File: src/rtl/lsu_pkg.sv
// ============================================================================
// Module      : lsu_pkg
// Description : Shared types, Funct3 encodings and store formatting helpers
//               for the load/store unit.
// Revision    : 1.0
// ============================================================================
`default_nettype none

package lsu_pkg;

    typedef enum logic [1:0] {
        IDLE = 2'd0,
        REQ  = 2'd1,
        DONE = 2'd2
    } lsu_state_t;

    localparam logic [2:0] LB  = 3'b000;
    localparam logic [2:0] LH  = 3'b001;
    localparam logic [2:0] LW  = 3'b010;
    localparam logic [2:0] LBU = 3'b100;
    localparam logic [2:0] LHU = 3'b101;
    localparam logic [2:0] SB  = 3'b000;
    localparam logic [2:0] SH  = 3'b001;
    localparam logic [2:0] SW  = 3'b010;

    // Access size is carried by Funct3[1:0]; 2'b11 falls through to word.
    function automatic logic is_misaligned(input logic [1:0] size, input logic [1:0] offset);
        case (size)
            2'b00:   is_misaligned = 1'b0;
            2'b01:   is_misaligned = offset[0];
            default: is_misaligned = (offset != 2'b00);
        endcase
    endfunction

    function automatic logic [3:0] store_be(input logic [1:0] size, input logic [1:0] offset);
        case (size)
            2'b00:   store_be = 4'b0001 << offset;
            2'b01:   store_be = 4'b0011 << offset;
            default: store_be = 4'b1111;
        endcase
    endfunction

    function automatic logic [31:0] store_data(input logic [1:0] size, input logic [31:0] wdata);
        case (size)
            2'b00:   store_data = {4{wdata[7:0]}};
            2'b01:   store_data = {2{wdata[15:0]}};
            default: store_data = wdata;
        endcase
    endfunction

endpackage

`default_nettype wire

File: src/rtl/load_extend.sv
// ============================================================================
// Module      : load_extend
// Description : Selects the addressed lane of a bus read word and sign- or
//               zero-extends it according to Funct3.
// Revision    : 1.0
// ============================================================================
`default_nettype none

module load_extend
    import lsu_pkg::*;
(
    input  logic [31:0] i_rdata,
    input  logic [1:0]  i_offset,
    input  logic [2:0]  i_funct3,
    output logic [31:0] o_data
);

    logic [7:0]  w_byte;
    logic [15:0] w_half;

    always_comb begin
        case (i_offset)
            2'd0:    w_byte = i_rdata[7:0];
            2'd1:    w_byte = i_rdata[15:8];
            2'd2:    w_byte = i_rdata[23:16];
            default: w_byte = i_rdata[31:24];
        endcase
    end

    assign w_half = i_offset[1] ? i_rdata[31:16] : i_rdata[15:0];

    always_comb begin
        case (i_funct3)
            LB:      o_data = {{24{w_byte[7]}}, w_byte};
            LH:      o_data = {{16{w_half[15]}}, w_half};
            LBU:     o_data = {24'd0, w_byte};
            LHU:     o_data = {16'd0, w_half};
            default: o_data = i_rdata;
        endcase
    end

endmodule

`default_nettype wire

File: src/rtl/load_store_unit.sv
// ============================================================================
// Module      : load_store_unit
// Description : Single-outstanding load/store unit with a req/ack data bus.
//               Optional bus timeout enabled by defining LSU_TIMEOUT_EN.
// Revision    : 1.0
// ============================================================================
`default_nettype none

module load_store_unit
    import lsu_pkg::*;
#(
    parameter int TIMEOUT_CYCLES = 255
) (
    input  logic        clk,
    input  logic        reset,
    input  logic        Mem_read,
    input  logic        Mem_write,
    input  logic [2:0]  Funct3,
    input  logic [31:0] ALU_result,
    input  logic [31:0] Write_data,
    output logic [31:0] Read_data,
    output logic        Stall,
    output logic        Misaligned,
    output logic        Timeout,
    output logic        Bus_req,
    output logic        Bus_we,
    output logic [31:0] Bus_addr,
    output logic [31:0] Bus_wdata,
    output logic [3:0]  Bus_be,
    input  logic        Bus_ack,
    input  logic [31:0] Bus_rdata
);

    lsu_state_t  r_state;
    lsu_state_t  w_next_state;
    logic [1:0]  r_offset;
    logic [2:0]  r_funct3;
    logic        r_is_load;
    logic        w_access;
    logic        w_misaligned;
    logic        w_timeout_hit;
    logic [31:0] w_load_data;

    assign w_access     = Mem_read | Mem_write;
    assign w_misaligned = is_misaligned(Funct3[1:0], ALU_result[1:0]);

    load_extend u_load_extend (
        .i_rdata  (Bus_rdata),
        .i_offset (r_offset),
        .i_funct3 (r_funct3),
        .o_data   (w_load_data)
    );

    always_comb begin
        w_next_state = r_state;
        Stall        = 1'b0;
        case (r_state)
            IDLE: begin
                if (w_access && !w_misaligned) begin
                    w_next_state = REQ;
                    Stall        = 1'b1;
                end
            end
            REQ: begin
                Stall = 1'b1;
                if (Bus_ack || w_timeout_hit) begin
                    w_next_state = DONE;
                end
            end
            DONE:    w_next_state = IDLE;
            default: w_next_state = IDLE;
        endcase
    end

    always_ff @(posedge clk) begin
        if (reset) begin
            r_state    <= IDLE;
            Read_data  <= '0;
            Bus_req    <= 1'b0;
            Bus_we     <= 1'b0;
            Bus_addr   <= '0;
            Bus_wdata  <= '0;
            Bus_be     <= '0;
            Misaligned <= 1'b0;
            r_offset   <= '0;
            r_funct3   <= '0;
            r_is_load  <= 1'b0;
        end else begin
            r_state    <= w_next_state;
            Misaligned <= 1'b0;
            case (r_state)
                IDLE: begin
                    if (w_access) begin
                        if (w_misaligned) begin
                            Misaligned <= 1'b1;
                        end else begin
                            // Mem_write wins when both strobes are present.
                            Bus_req   <= 1'b1;
                            Bus_we    <= Mem_write;
                            Bus_addr  <= {ALU_result[31:2], 2'b00};
                            Bus_wdata <= Mem_write ? store_data(Funct3[1:0], Write_data) : '0;
                            Bus_be    <= Mem_write ? store_be(Funct3[1:0], ALU_result[1:0]) : 4'b1111;
                            r_offset  <= ALU_result[1:0];
                            r_funct3  <= Funct3;
                            r_is_load <= !Mem_write;
                        end
                    end
                end
                REQ: begin
                    if (Bus_ack) begin
                        Bus_req <= 1'b0;
                        if (r_is_load) begin
                            Read_data <= w_load_data;
                        end
                    end else if (w_timeout_hit) begin
                        Bus_req <= 1'b0;
                        if (r_is_load) begin
                            Read_data <= '0;
                        end
                    end
                end
                default: ;
            endcase
        end
    end

`ifdef LSU_TIMEOUT_EN
    localparam int c_CNT_W = $clog2(TIMEOUT_CYCLES + 1);

    logic [c_CNT_W-1:0] r_req_cnt;
    logic               r_timeout;

    // Counter holds the number of REQ cycles already spent before this one.
    assign w_timeout_hit = (r_state == REQ) && (r_req_cnt == c_CNT_W'(TIMEOUT_CYCLES - 1));
    assign Timeout       = r_timeout;

    always_ff @(posedge clk) begin
        if (reset) begin
            r_req_cnt <= '0;
            r_timeout <= 1'b0;
        end else begin
            r_timeout <= w_timeout_hit && !Bus_ack;
            r_req_cnt <= (r_state == REQ) ? r_req_cnt + 1'b1 : '0;
        end
    end
`else
    logic w_unused_timeout;

    assign w_timeout_hit    = 1'b0;
    assign Timeout          = 1'b0;
    assign w_unused_timeout = (TIMEOUT_CYCLES != 0);
`endif

endmodule

`default_nettype wire

File: config.mk
export PLATFORM = sky130hd
export DESIGN_NAME = load_store_unit
export DESIGN_NICKNAME = d
export VERILOG_FILES = /design/src/rtl/lsu_pkg.sv /design/src/rtl/load_extend.sv /design/src/rtl/load_store_unit.sv
export SDC_FILE = /design/constraint.sdc
export NUM_CORES = 1
export LEC_CHECK = 0
export ABC_AREA = 1
export CORE_MARGIN = 2
export CORE_UTILIZATION = 40
export CTS_CLUSTER_DIAMETER = 40
export DETAILED_ROUTE_END_ITERATION = 8
export GPL_TIMING_DRIVEN = 0
export PLACE_DENSITY = 0.76
export SETUP_SLACK_MARGIN = 0.3
export SYNTH_ARGS = -nofsm -noshare
export SYNTH_HDL_FRONTEND = slang
export SYNTH_SLANG_ARGS = --single-unit
File: constraint.sdc
create_clock -name clk -period 1.9 [get_ports clk]
set_input_delay 0.38 -clock clk [delete_from_list [all_inputs] [get_ports clk]]
set_output_delay 0.38 -clock clk [all_outputs]
set_load 0.02 [all_outputs]
### Word-level counts from Yosys, hierarchy flattened

Cells that the tools add are included.

| word-level totals | value |
|---|---|
| bits in registers | 109 |
| input bits | 104 |
| logic and storage cells | 60 |
| output and inout bits | 105 |

| operators by class | value |
|---|---|
| reductions and logical operators | 14 |
| muxes and demuxes | 18 |
| equal/unequal tests | 11 |
| shift operators | 2 |
| bitwise gates (word level) | 4 |

Operators with widths:

| cell | count |
|---|---|
| $pmux W32 S4 | 1 |
| $pmux W32 S2 | 1 |
| $mux W32 | 1 |
| $pmux W8 S3 | 1 |
| $mux W16 | 1 |
| $ne A2 B2 Y1 const B | 4 |
| $pmux W4 S2 | 1 |
| $eq A2 B1 Y1 const B | 3 |
| $eq A3 B3 Y1 const B | 2 |
| $logic_not A2 Y1 | 3 |
| $pmux W1 S2 | 3 |
| $reduce_and A3 Y1 | 2 |
| $mux W1 | 5 |
| $mux W2 | 2 |
| $mux W4 | 1 |
| $pmux W2 S2 | 1 |
| $reduce_and A4 Y1 | 1 |
| $reduce_bool A2 Y1 | 2 |
| $shl A1 B2 Y4 const A | 1 |
| $shl A2 B2 Y4 const A | 1 |
| $eq A3 B1 Y1 const B | 1 |
| $logic_not A3 Y1 | 1 |
| $not A1 Y1 | 3 |
| $reduce_or A3 Y1 | 1 |
| 5 further kinds | 6 |

### Depth between registers and ports, before layout

Gate-level depths: netlist (run 1).

| depth | value |
|---|---|
| word-level depth | 6 |
| mapped depth | 10 |
| mapped depth without buffers | 9 |

### Hierarchy

From an unflattened synthesis (run 1), not the netlist that was laid out.

| second synthesis, totals | value |
|---|---|
| cell total of the unflattened synthesis | 761 |
| area total of the unflattened synthesis | 5212.5 um^2 |

By module, submodules not included:

| module | instances | cells an instance | area an instance (um^2) | sequential area each (um^2) |
|---|---|---|---|---|
| load_store_unit | 1 | 598 | 4354.2 | 2182.1 |
| load_extend | 1 | 163 | 858.3 | 0.0 |

### Least setup slack after synthesis (run 1)

No wires, ideal clock.

| timing | value |
|---|---|
| path kind | input-to-output |
| start | input port Funct3[1] |
| end | output port Stall |
| setup slack | 199 ps |
| required time | 1520 ps |
| arrival time | 1321 ps |
| stages on the path | 8 |
| path buffers | 3 |
| cells stage by stage | buf_2 o21ai_0 nand2_1 nor2_2 inv_2 buf_6 buf_4 nand2_1 |

| between the ends | value |
|---|---|
| word-level cells in the longest chain between the ends | 6 |
| elaborated cells between the ends (all ways) | 7 |
| classes of those cells | eq/ne (1); mux (3); reduce/logical (3) |

RTL lines:

| item | RTL line | text |
|---|---|---|
| start, declared | load_store_unit.sv:18 | `input logic [2:0] Funct3,` |
| $eq A2 B1 Y1 / $logic_not A2 Y1 (equally long branches) | lsu_pkg.sv:28 | `case (size)` |
| $pmux W1 S2 * | lsu_pkg.sv:28 |  |
| $logic_not A1 Y1 * | load_store_unit.sv:59 | `if (w_access && !w_misaligned) begin` |
| $logic_and A1 B1 Y1 * | load_store_unit.sv:59 |  |
| $mux W1 * | load_store_unit.sv:59 |  |
| $pmux W1 S2 * | load_store_unit.sv:57 | `case (r_state)` |
| end, declared | load_store_unit.sv:22 | `output logic Stall,` |

Every way passes the cells marked *; elsewhere a longest branch is shown, timed or not.

### Worst setup path in the final report (run 1)

| timing | value |
|---|---|
| start | register r_state[1] |
| end | output port Stall |

| between the ends | value |
|---|---|
| word-level cells in the longest chain between the ends | 2 |
| elaborated cells between the ends (all ways) | 3 |
| classes of those cells | eq/ne (1); mux (1); reduce/logical (1) |

RTL lines:

| item | RTL line | text |
|---|---|---|
| start, declared | load_store_unit.sv:34 | `lsu_state_t r_state;` |
| start signal, assigned | load_store_unit.sv:89 | `r_state <= w_next_state;` |
| $eq A2 B1 Y1 / $logic_not A2 Y1 (equally long branches) | load_store_unit.sv:57 |  |
| $pmux W1 S2 * | load_store_unit.sv:57 |  |

Marks and branches as above.

==> summary.md, run 1 <==
| Metric | Value |
|---|---|
| Status | finished clean |
| Lkg Pwr | 3.63 nW |
| Critical R2R Capture | Bus_addr[20] |
| Peak VDD IR | 0.732 mV |
| Worst-margin pin slew | 777 ps |
| Initial antenna violation count | 0 |
| Yosys warns | 0 |
| Layout area overhead | 53.0% |
| CP Class | register to output port |
| Clock transition at the registers of the reported paths | 80 ps |
| Worst setup SP type | register |
| Worst endpoint data arrival time | 1480 ps |
| Pin count of the biggest net entering global routing | 19 |
| Power per cell area | 812 nW/µm² |
| Final setup fails | 0 |
| Vias | 5412 |
| Skew final | 7.42 ps |
| Cell Rows | 40 |
| Max Fclk | 538 MHz |
| Slew headroom | 0.482 |
| GPL Wtd Cong | 0.902 |
| Hold Crit Endpoint | r_offset[0] |
| Vias per Instance | 4.82 |
| CP max FO | 3 |
| Dpl hpwl | 12700 µm |
| Min cycle time layout | 1860 ps |
| Worst-Skew Late Latency | 370 ps |
| Longest Clk Path Bufs | 2 |
| Distinct cells, synth | 27 |
| Fin util | 0.630 |
| Maximum capacitance violations | 0 |
| DR iter-0 viols | 360 |
| Setup_tns | 0 ps |
| Clock sink count | 109 |
| Worst hold-check path type | input port to register |
| Critical R2R Launch | r_state[1] |
| Core Footprint | 12100 µm² |
| R2R setup slack | 390 ps |
| Hold Vio Cnt, Final | 0 |
| Critical path data required time | 1520 ps |
| RSZ-0062 raised after global routing | true |
| Total grt overflow | 0 |
| Antenna-violating nets left | 0 |
| Number of remaining DRC errors | 0 |
| HP Start | ALU_result[0] |
| Global-route wire length before repair | 25400 µm |
| Cell area after synthesis | 4990 µm² |
| Nets@finish | 1054 |
| Height of the die | 116 µm |
| Root Driver | clkbuf_16 |
| Die ar. | 13400 µm² |
| Seq/Total Area, Yosys | 0.438 |
| I/O Pins | 209 |
| Crit path capture type | output port |
| CTS Hold Bufs | 0 |
| Die Width | 116 µm |
| Routed WL | 17100 µm |
| Synthesized flop and latch total | 109 |
| Gr usage total | 0.247 |
| Tcrit/Tclk final | 0.979 |
| Proportion of layout cells with a drive suffix above 1 | 0.121 |
| Ant. Diodes | 0 |
| # port buffers | 203 |
| Cells after synthesis | 722 |
| R2R cell count | 9 |
| Pre-Repair DR Iteration Count | 5 |
| Cts bufs inserted | 9 |
| Post-Syn Area per Cell | 6.91 µm² |
| Max-slew violation count | 0 |
| Design Power | 0.00619 W |
| Wirelength per Cell | 15.2 µm |
| Hold Crit Depth | 3 |
| Starting Density | 0.412 |
| CTS tree | yes |
| Depth of the CTS H-tree | 3 |
| Vias in the first global route | 4882 |
-- where the power goes --
group,internal (W),switching (W)
clock,0.00125,0.000937
combinational,0.000628,0.000873
sequential,0.00243,0.0000736
total,0.00431,0.00188
-- stage by stage --
| step | worst slack (ps) | hold WS, ps | std cells | area [µm²] |
|---|---|---|---|---|
| global route | -10.2 | 367 | 1123 | 7630 |
| floorplan | 300 | 476 | 724 | 5010 |
| finish | 40.7 | 342 | 1123 | 7630 |
| detailed placement | -1020 | 454 | 1095 | 7250 |
| global placement | -1020 | 449 | 1095 | 7250 |
| CTS | 22.0 | 335 | 1117 | 7540 |
-- worst max-delay path: stages (launching register included) --
cell,delay (ps)
dfxtp_2,330
nor2_2,110
o21ai_2,90
nor2_4,130
inv_2,60
buf_8,120
buf_8,110
nand2_4,50
buf_6,110
-- kinds of logic (layout without fill, tap and decap cells) --
family          count (synthesis)  count (layout)  share of synthesized area
buf+inv                       101             332                     0.0936
flops                         109             109                      0.438
simple gates                  328             328                      0.275
compound gates                183             183                      0.193
other cells                     1               3                   0.000752
-- what timing repair did --
item | CTS | global route
resized for setup | 128 | 28
setup endpoints to repair | 180 | 59
hold endpoints to repair | 0 | 0
pin swaps | 5 | 6
buffers inserted | 6 | 6
-- cell type report --
class / instances / area [µm²]
fill: 1220 / 4480
tap: 168 / 210
timing repair buffer: 215 / 1990
clock inverter: 5 / 90.1
buffer: 54 / 328
multi-input combinational: 514 / 2400
clock buffer: 11 / 253
sequential: 109 / 2190
inverter: 47 / 176
-- layer usage --
layer	wire length [µm]	global-route usage	vias to the layer above
met2	7850	0.400	194
met1	7550	0.320	2400
met5	0	0	-
li1	-	-	2786
met4	446	0.100	0
met3	1210	0.0575	32
-- synthesized netlist by cell type, drive strengths merged --
| master | instances | area share |
|---|---|---|
| clkbuf | 19 | 0.014 |
| o21a | 2 | 0.0030 |
| a21oi | 75 | 0.083 |
| conb | 1 | 0.00075 |
| nand2 | 149 | 0.12 |
| buf | 35 | 0.044 |
| o22ai | 1 | 0.0013 |
| nand3 | 37 | 0.038 |
| nor2 | 122 | 0.095 |
| inv | 47 | 0.035 |
| or2 | 9 | 0.011 |
| dfxtp | 109 | 0.44 |
| o21ai | 104 | 0.10 |
| nor3 | 5 | 0.0050 |
| o211a | 1 | 0.0020 |
| nand4 | 6 | 0.0075 |
-- cell usage in the layout (no fill, tap or decap), types with 4 or more instances in the layout --
master / netlist / final
nand2_1: 139 / 136
nor2_1: 119 / 118
dfxtp_1: 109 / 106
dlygate4sd2_1: 0 / 102
o21ai_0: 102 / 101
clkdlybuf4s50_1: 0 / 95
a21oi_1: 65 / 64
inv_1: 44 / 43
nand3_1: 36 / 36
buf_4: 10 / 21
buf_2: 19 / 15
clkbuf_1: 19 / 15
nand2_2: 10 / 12
a21oi_2: 10 / 10
or2_2: 9 / 9
clkbuf_16: 0 / 9
nand4_1: 6 / 6
clkbuf_2: 0 / 5
inv_2: 3 / 4
buf_6: 2 / 4
buf_1: 3 / 4
nor3_1: 5 / 4
-- worst max path at each step --
stage	cells past startpoint	startpoint	slack (ps)	end
finish	8	r_state[1]	40	Stall
floorplan	8	Funct3[1]	300	Stall
global placement	11	Funct3[0]	-1020	Stall
detailed placement	11	Funct3[0]	-1020	Stall
CTS	8	r_state[0]	20	Stall
global route	8	r_state[1]	-10	Stall
-- flip-flops by register name, summed over array words and instances, names as in the netlist --
| signal | flops |
|---|---|
| r_funct3 | 3 |
| Read_data | 32 |
| Bus_be | 4 |
| r_offset | 2 |
| r_state | 2 |
| Bus_addr | 30 |
| Bus_wdata | 32 |
| r_is_load | 1 |
| Bus_we | 1 |
| Bus_req | 1 |
| Misaligned | 1 |
Note: power is estimated with default switching activity, not from simulation.
==> run 2: changes to the inputs <==
--- a/config.mk
+++ b/config.mk
@@ -10,6 +10,7 @@
 export CORE_UTILIZATION = 40
 export CTS_CLUSTER_DIAMETER = 40
 export DETAILED_ROUTE_END_ITERATION = 8
+export GPL_ROUTABILITY_DRIVEN = 0
 export GPL_TIMING_DRIVEN = 0
 export PLACE_DENSITY = 0.76
 export SETUP_SLACK_MARGIN = 0.3
==> constraint.sdc (replaced) <==
create_clock -name clk -period 1.9 [get_ports clk]
set_input_delay 0.38 -clock clk [delete_from_list [all_inputs] [get_ports clk]]
set_output_delay 0.38 -clock clk [all_outputs]
set_load 0.01 [all_outputs]
==> run 2 against run 1 <==
Fmax is 2.3% higher. Sequential power is essentially flat. Final cell count unchanged. Utilization is 0.55 points lower. Critical path depth did not move. Clock skew rose by 1.2 ps. Die area unchanged. Design area shrank 0.87%. Largest cell class unchanged. Largest power group unchanged.
==> summary.md, run 2 (same netlist as run 1, synthesis figures left out) <==
| Metric | Value |
|---|---|
| Layout area overhead | 51.7% (was 53.0%) |
| Power per cell area | 760 nW/µm² (was 812 nW/µm²) |
| Tcrit/Tclk final | 0.956 (was 0.979) |
| Critical path data required time | 1520 ps (about the same) |
| Max Fclk | 550 MHz (was 538 MHz) |
| Slew headroom | 0.508 (was 0.482) |
| Wirelength per Cell | 14.8 µm (was 15.2 µm) |
| Worst endpoint data arrival time | 1440 ps (was 1480 ps) |
| Met1 usage | 0.320 (about the same) |
| Worst path buffer plus inverter count | 4 (unchanged) |
| # port buffers | 203 (unchanged) |
| Nets@finish | 1053 (was 1054) |
| Vias | 5426 (was 5412) |
| Worst-margin pin slew | 737 ps (was 777 ps) |
| Design Power | 0.00575 W (was 0.00619 W) |
| Dpl hpwl | 12600 µm (was 12700 µm) |
| Critical R2R Capture | Read_data[30] (was Bus_addr[20]) |
| Clock transition at the registers of the reported paths | 80 ps (about the same) |
| Worst-Skew Late Latency | 360 ps (was 370 ps) |
| Slowest stage cell, crit path | dfxtp_2 (unchanged) |
| Height of the die | 116 µm (unchanged) |
| Gr usage total | 0.249 (was 0.247) |
| Number of remaining DRC errors | 0 (unchanged) |
| Vias in the first global route | 5154 (was 4882) |
| Fillers | 1198 (was 1220) |
| CP Class | register to output port (unchanged) |
| RSZ-0062 raised after global routing | true (unchanged) |
| Vias per Instance | 4.83 (was 4.82) |
| Min cycle time layout | 1820 ps (was 1860 ps) |
| DR iter-0 viols | 404 (was 360) |
| Commonest non-fill, non-tap cell in the layout | nand2_1 (unchanged) |
| R2R setup slack | 340 ps (was 390 ps) |
| CP Capture Point | Stall (unchanged) |
| Met3 Use GR | 0.0549 (was 0.0575) |
| Depth of the CTS H-tree | 3 (unchanged) |
| Core Footprint | 12100 µm² (unchanged) |
| GRT met2 Usage | 0.400 (unchanged) |
| FF/Latch Area | 2190 µm² (unchanged) |
| Final setup fails | 0 (unchanged) |
| Pin count of the biggest net entering global routing | 20 (was 19) |
| Antenna-violating nets left | 0 (unchanged) |
| Skew final | 8.65 ps (was 7.42 ps) |
| Die Width | 116 µm (unchanged) |
| Crit path capture type | output port (unchanged) |
| Longest Clk Path Bufs | 2 (unchanged) |
| Proportion of layout cells with a drive suffix above 1 | 0.117 (was 0.121) |
| Maximum capacitance violations | 0 (unchanged) |
| Root Driver | clkbuf_16 (unchanged) |
| Worst hold-check path type | input port to register (unchanged) |
| Critical R2R Launch | r_state[0] (was r_state[1]) |
| Area of the multi-input gates | 2380 µm² (was 2400 µm²) |
| R2R cell count | 9 (unchanged) |
| Lkg Pwr | 3.61 nW (was 3.63 nW) |
| Cts bufs inserted | 9 (unchanged) |
| Hold Vio Cnt, Final | 0 (unchanged) |
| Worst setup SP type | register (unchanged) |
| Initial antenna violation count | 1 (was 0) |
| Crit path depth | 8 (unchanged) |
| Cell Rows | 40 (unchanged) |
| Most frequent cells in the layout | nand2_1 (137), nor2_1 (118), dfxtp_1 (106) (was nand2_1 (136), nor2_1 (118), dfxtp_1 (106)) |
| Starting Density | 0.412 (unchanged) |
| CP max FO | 3 (unchanged) |
| Status | finished clean (unchanged) |
| Worst path cell trace | nor2_2 -> o21ai_2 -> nor2_2 -> inv_2 -> buf_8 -> buf_8 -> nand2_4 -> buf_6 (was nor2_2 -> o21ai_2 -> nor2_4 -> inv_2 -> buf_8 -> buf_8 -> nand2_4 -> buf_6) |
| CP max stage delay | 330 ps (about the same) |
| CP delay by family, top | buffers and inverters (unchanged) |
| Global-route wire length before repair | 25800 µm (was 25400 µm) |
| Clock sink count | 109 (unchanged) |
| Total grt overflow | 0 (unchanged) |
| Setup_tns | 0 ps (unchanged) |
| CTS Hold Bufs | 0 (unchanged) |
| Max-slew violation count | 0 (unchanged) |
| Peak VDD IR | 0.749 mV (was 0.732 mV) |
| Pre-Repair DR Iteration Count | 5 (unchanged) |
| Worst setup path start | r_state[1] (unchanged) |
| Top Registers | Bus_wdata x32, Read_data x32, Bus_addr x30 (unchanged) |
| CTS tree | yes (unchanged) |
| Die ar. | 13400 µm² (unchanged) |
| Layer with the highest usage | met2 (unchanged) |
| Routed WL | 16600 µm (was 17100 µm) |
| I/O Pins | 209 (unchanged) |
==> run 2: worst min-delay path by stage <==
stage	startpoint	endpoint	slack, ps	cells after the start
floorplan	r_is_load	r_is_load	480	2
global placement	Bus_wdata[20]	Bus_wdata[20]	450	2
detailed placement	Bus_wdata[24]	Bus_wdata[24]	450	2
CTS	Funct3[0]	r_funct3[0]	340	3
global route	Funct3[0]	r_funct3[0]	370	3
finish	Funct3[0]	r_funct3[0]	350	3
==> run 2: worst register-to-register path, cell delays in order, from the launching register on <==
cell	delay, ps
dfxtp_2	340
inv_1	40
nor2_1	140
inv_2	90
nor2_4	230
buf_4	170
buf_4	150
nand2_1	70
o21ai_0	170
inv_1	50
==> run 2: report_power, final <==
group | switching (W) | internal [W]
combinational | 0.000756 | 0.000619
clock | 0.000916 | 0.000949
sequential | 0.0000744 | 0.00243
total | 0.00175 | 0.00400
==> run 2: area by class of cell <==
| type | instances | area share |
|---|---|---|
| buffer | 54 | 0.0432 |
| sequential | 109 | 0.289 |
| clock inverter | 6 | 0.00744 |
| clock buffer | 10 | 0.0316 |
| tap | 168 | 0.0278 |
| inverter | 47 | 0.0237 |
| timing repair buffer | 214 | 0.262 |
| antenna | 1 | 0.000331 |
| multi-input combinational | 514 | 0.315 |
==> run 2: per-stage QoR <==
stage	area, µm²	setup slack (ps)	utilization	instances	hold WS (ps)
2_1_floorplan	5000	301	-	724	476
3_3_place_gp	7250	-939	0.598	1095	449
3_5_place_dp	7250	-927	0.598	1095	453
4_1_cts	7470	58.4	0.617	1116	337
5_1_grt	7560	17.8	0.624	1123	373
6_report	7560	83.2	0.624	1123	348
==> run 2: routing by layer <==
layer	up-vias	wire (µm)
met3	38	1190
met5	-	0
met1	2395	7510
met4	0	519
li1	2784	-
met2	209	7400
==> run 2: what timing repair did <==
item,4_1_cts,5_1_grt
setup buffers,5,6
endpoints found under the hold margin,0,0
endpoints found under the setup margin,176,57
pin swaps,4,5
resized for setup,124,41
==> run 3: changes to the inputs <==
--- a/config.mk
+++ b/config.mk
@@ -12,8 +12,7 @@
 export DETAILED_ROUTE_END_ITERATION = 8
 export GPL_ROUTABILITY_DRIVEN = 0
 export GPL_TIMING_DRIVEN = 0
-export PLACE_DENSITY = 0.76
-export SETUP_SLACK_MARGIN = 0.3
+export PLACE_DENSITY = 0.81
 export SYNTH_ARGS = -nofsm -noshare
 export SYNTH_HDL_FRONTEND = slang
 export SYNTH_SLANG_ARGS = --single-unit
==> run 3 against run 2 <==
Via count increased by 0.31%. Clock power shrank 4%. Critical path depth is 1 lower. Combinational power is 4% higher. First-iteration DRC count up 23%. Die area unchanged. Sequential power about the same. Non-clock buffer count decreased by 8. Sequential share of layout area is essentially flat. Fmax rose by 0.99%. Worst hold slack better by 2.5 ps. Largest cell class unchanged.
==> summary.md, run 3 (same netlist as run 1, synthesis figures left out) <==
| Metric | Value |
|---|---|
| Status | finished clean (unchanged) |
| Fillers | 1129 (was 1198) |
| Power per cell area | 758 nW/µm² (was 760 nW/µm²) |
| Most frequent cells in the layout | clkdlybuf4s50_1 (198), nand2_1 (138), nor2_1 (119) (was nand2_1 (137), nor2_1 (118), dfxtp_1 (106)) |
| Slowest stage cell, crit path | clkdlybuf4s50_1 (was dfxtp_2) |
| Critical path data required time | 1520 ps (about the same) |
| Global-route wire length before repair | 25300 µm (was 25800 µm) |
| Nets@finish | 1045 (was 1053) |
| CP max stage delay | 430 ps (was 330 ps) |
| Antenna-violating nets left | 0 (unchanged) |
| Pre-Repair DR Iteration Count | 5 (unchanged) |
| Proportion of layout cells with a drive suffix above 1 | 0.0920 (was 0.117) |
| Cts bufs inserted | 9 (unchanged) |
| Dpl hpwl | 12500 µm (was 12600 µm) |
| Layout area overhead | 51.3% (was 51.7%) |
| # port buffers | 203 (unchanged) |
| Hold Vio Cnt, Final | 0 (unchanged) |
| R2R setup slack | 310 ps (was 340 ps) |
| Clock transition at the registers of the reported paths | 70 ps (was 80 ps) |
| Worst-margin pin slew | 699 ps (was 737 ps) |
| Crit path capture type | output port (unchanged) |
| HP Start | Funct3[0] (unchanged) |
| Tcrit/Tclk final | 0.947 (was 0.956) |
| CTS tree | yes (unchanged) |
| Worst path cell trace | clkdlybuf4s50_1 -> o21ai_2 -> nor2_4 -> inv_2 -> buf_12 -> nand2_1 -> buf_2 (was nor2_2 -> o21ai_2 -> nor2_2 -> inv_2 -> buf_8 -> buf_8 -> nand2_4 -> buf_6) |
| Worst setup SP type | input port (was register) |
| Commonest non-fill, non-tap cell in the layout | clkdlybuf4s50_1 (was nand2_1) |
| Max Fclk | 556 MHz (was 550 MHz) |
| Worst hold-check path type | input port to register (unchanged) |
| I/O Pins | 209 (unchanged) |
| Number of remaining DRC errors | 0 (unchanged) |
| Vias per Instance | 4.88 (was 4.83) |
| Wirelength per Cell | 14.7 µm (was 14.8 µm) |
| RSZ-0062 raised after global routing | false (was true) |
| R2R cell count | 6 (was 9) |
| Hold Crit Endpoint | r_funct3[0] (unchanged) |
| Worst-Skew Late Latency | 360 ps (about the same) |
| Vias | 5443 (was 5426) |
| Clock sink count | 109 (unchanged) |
| CP Class | input port to output port (was register to output port) |
| Total grt overflow | 0 (unchanged) |
| Critical R2R Launch | r_offset[0] (was r_state[0]) |
| Skew final | 8.18 ps (was 8.65 ps) |
| Cell Rows | 40 (unchanged) |
| Pin count of the biggest net entering global routing | 19 (was 20) |
| Die Width | 116 µm (unchanged) |
| Worst setup path start | Mem_read (was r_state[1]) |
| FF/Latch Area | 2180 µm² (was 2190 µm²) |
| Fin util | 0.623 (was 0.624) |
| Max-slew violation count | 0 (unchanged) |
| Worst endpoint data arrival time | 1420 ps (was 1440 ps) |
| Depth of the CTS H-tree | 3 (unchanged) |
| Critical R2R Capture | Read_data[4] (was Read_data[30]) |
| DR iter-0 viols | 497 (was 404) |
| Peak VDD IR | 0.595 mV (was 0.749 mV) |
| Slew headroom | 0.534 (was 0.508) |
| Lkg Pwr | 3.10 nW (was 3.61 nW) |
| Vias in the first global route | 5098 (was 5154) |
| Routed WL | 16400 µm (was 16600 µm) |
| Area of the multi-input gates | 2360 µm² (was 2380 µm²) |
| Core Footprint | 12100 µm² (unchanged) |
| Height of the die | 116 µm (unchanged) |
| Design Power | 0.00572 W (was 0.00575 W) |
| Starting Density | 0.412 (unchanged) |
| CP max FO | 3 (unchanged) |
| Gr usage total | 0.244 (was 0.249) |
| Longest Clk Path Bufs | 2 (unchanged) |
| Initial antenna violation count | 1 (unchanged) |
| Top Registers | Bus_wdata x32, Read_data x32, Bus_addr x30 (unchanged) |
| Die ar. | 13400 µm² (unchanged) |
| Maximum capacitance violations | 0 (unchanged) |
| Final setup fails | 0 (unchanged) |
| Min cycle time layout | 1800 ps (was 1820 ps) |
| Setup_tns | 0 ps (unchanged) |
| Root Driver | clkbuf_16 (unchanged) |
| Hold Crit Depth | 3 (unchanged) |
[run 3: changes by cell type in the layout (fill, tap and decap cells not counted), sizes merged]
cell           before  now
dlygate4sd2       101    3
inv                49   47
clkdlybuf4s15       1    0
buf                46   40
clkbuf             33   34
dlymetal6s2s        1    0
clkdlybuf4s50      96  198
clkinv              4    1
[run 3: layer usage]
metal  GRT usage  share of wire  vias to the layer above
met2       0.390           0.45                      229
met1       0.313           0.43                     2409
met5           0              0                        -
met4      0.0865          0.028                        0
li1            -              -                     2767
met3      0.0764          0.085                       38
[run 3: repair_timing]
action                     CTS  global route
pin swaps                    2             0
gates resized for setup     16             4
setup endpoints to repair    1             1
buffers inserted             4             0
hold buffers                 0             0
[run 3: where the power goes]
part	switching, W	internal (W)
clock	0.000822	0.000962
combinational	0.000742	0.000677
sequential	0.0000800	0.00243
[run 3: critical path: cells and delay by family]
kind                   cells  cell delay (ps)
AO/OA/AOI/OAI              1              200
buffers and inverters      4              750
AND/OR/NAND/NOR            2               90
[run 3: area by class of cell]
type,count,share of cell area
clock inverter,1,0.000663
tap,168,0.0279
sequential,109,0.289
inverter,47,0.0234
multi-input combinational,514,0.312
clock buffer,15,0.0355
buffer,53,0.0395
timing repair buffer,207,0.271
antenna,1,0.000332
[run 3: metrics by stage]
step / cell area (µm²) / cells / hold slack, ps / setup slack (ps)
detailed placement: 7240 / 1095 / 456 / -925
finish: 7550 / 1115 / 350 / 101
global placement: 7240 / 1095 / 449 / -916
CTS: 7540 / 1114 / 370 / 69.7
global route: 7550 / 1115 / 375 / 5.51
floorplan: 4990 / 724 / 476 / 261
[run 3: how the worst max path moves through the flow]
stage             to  depth (start not counted)
2_1_floorplan  Stall                          8
3_3_place_gp   Stall                         11
3_5_place_dp   Stall                         11
4_1_cts        Stall                          7
5_1_grt        Stall                          9
6_report       Stall                          7
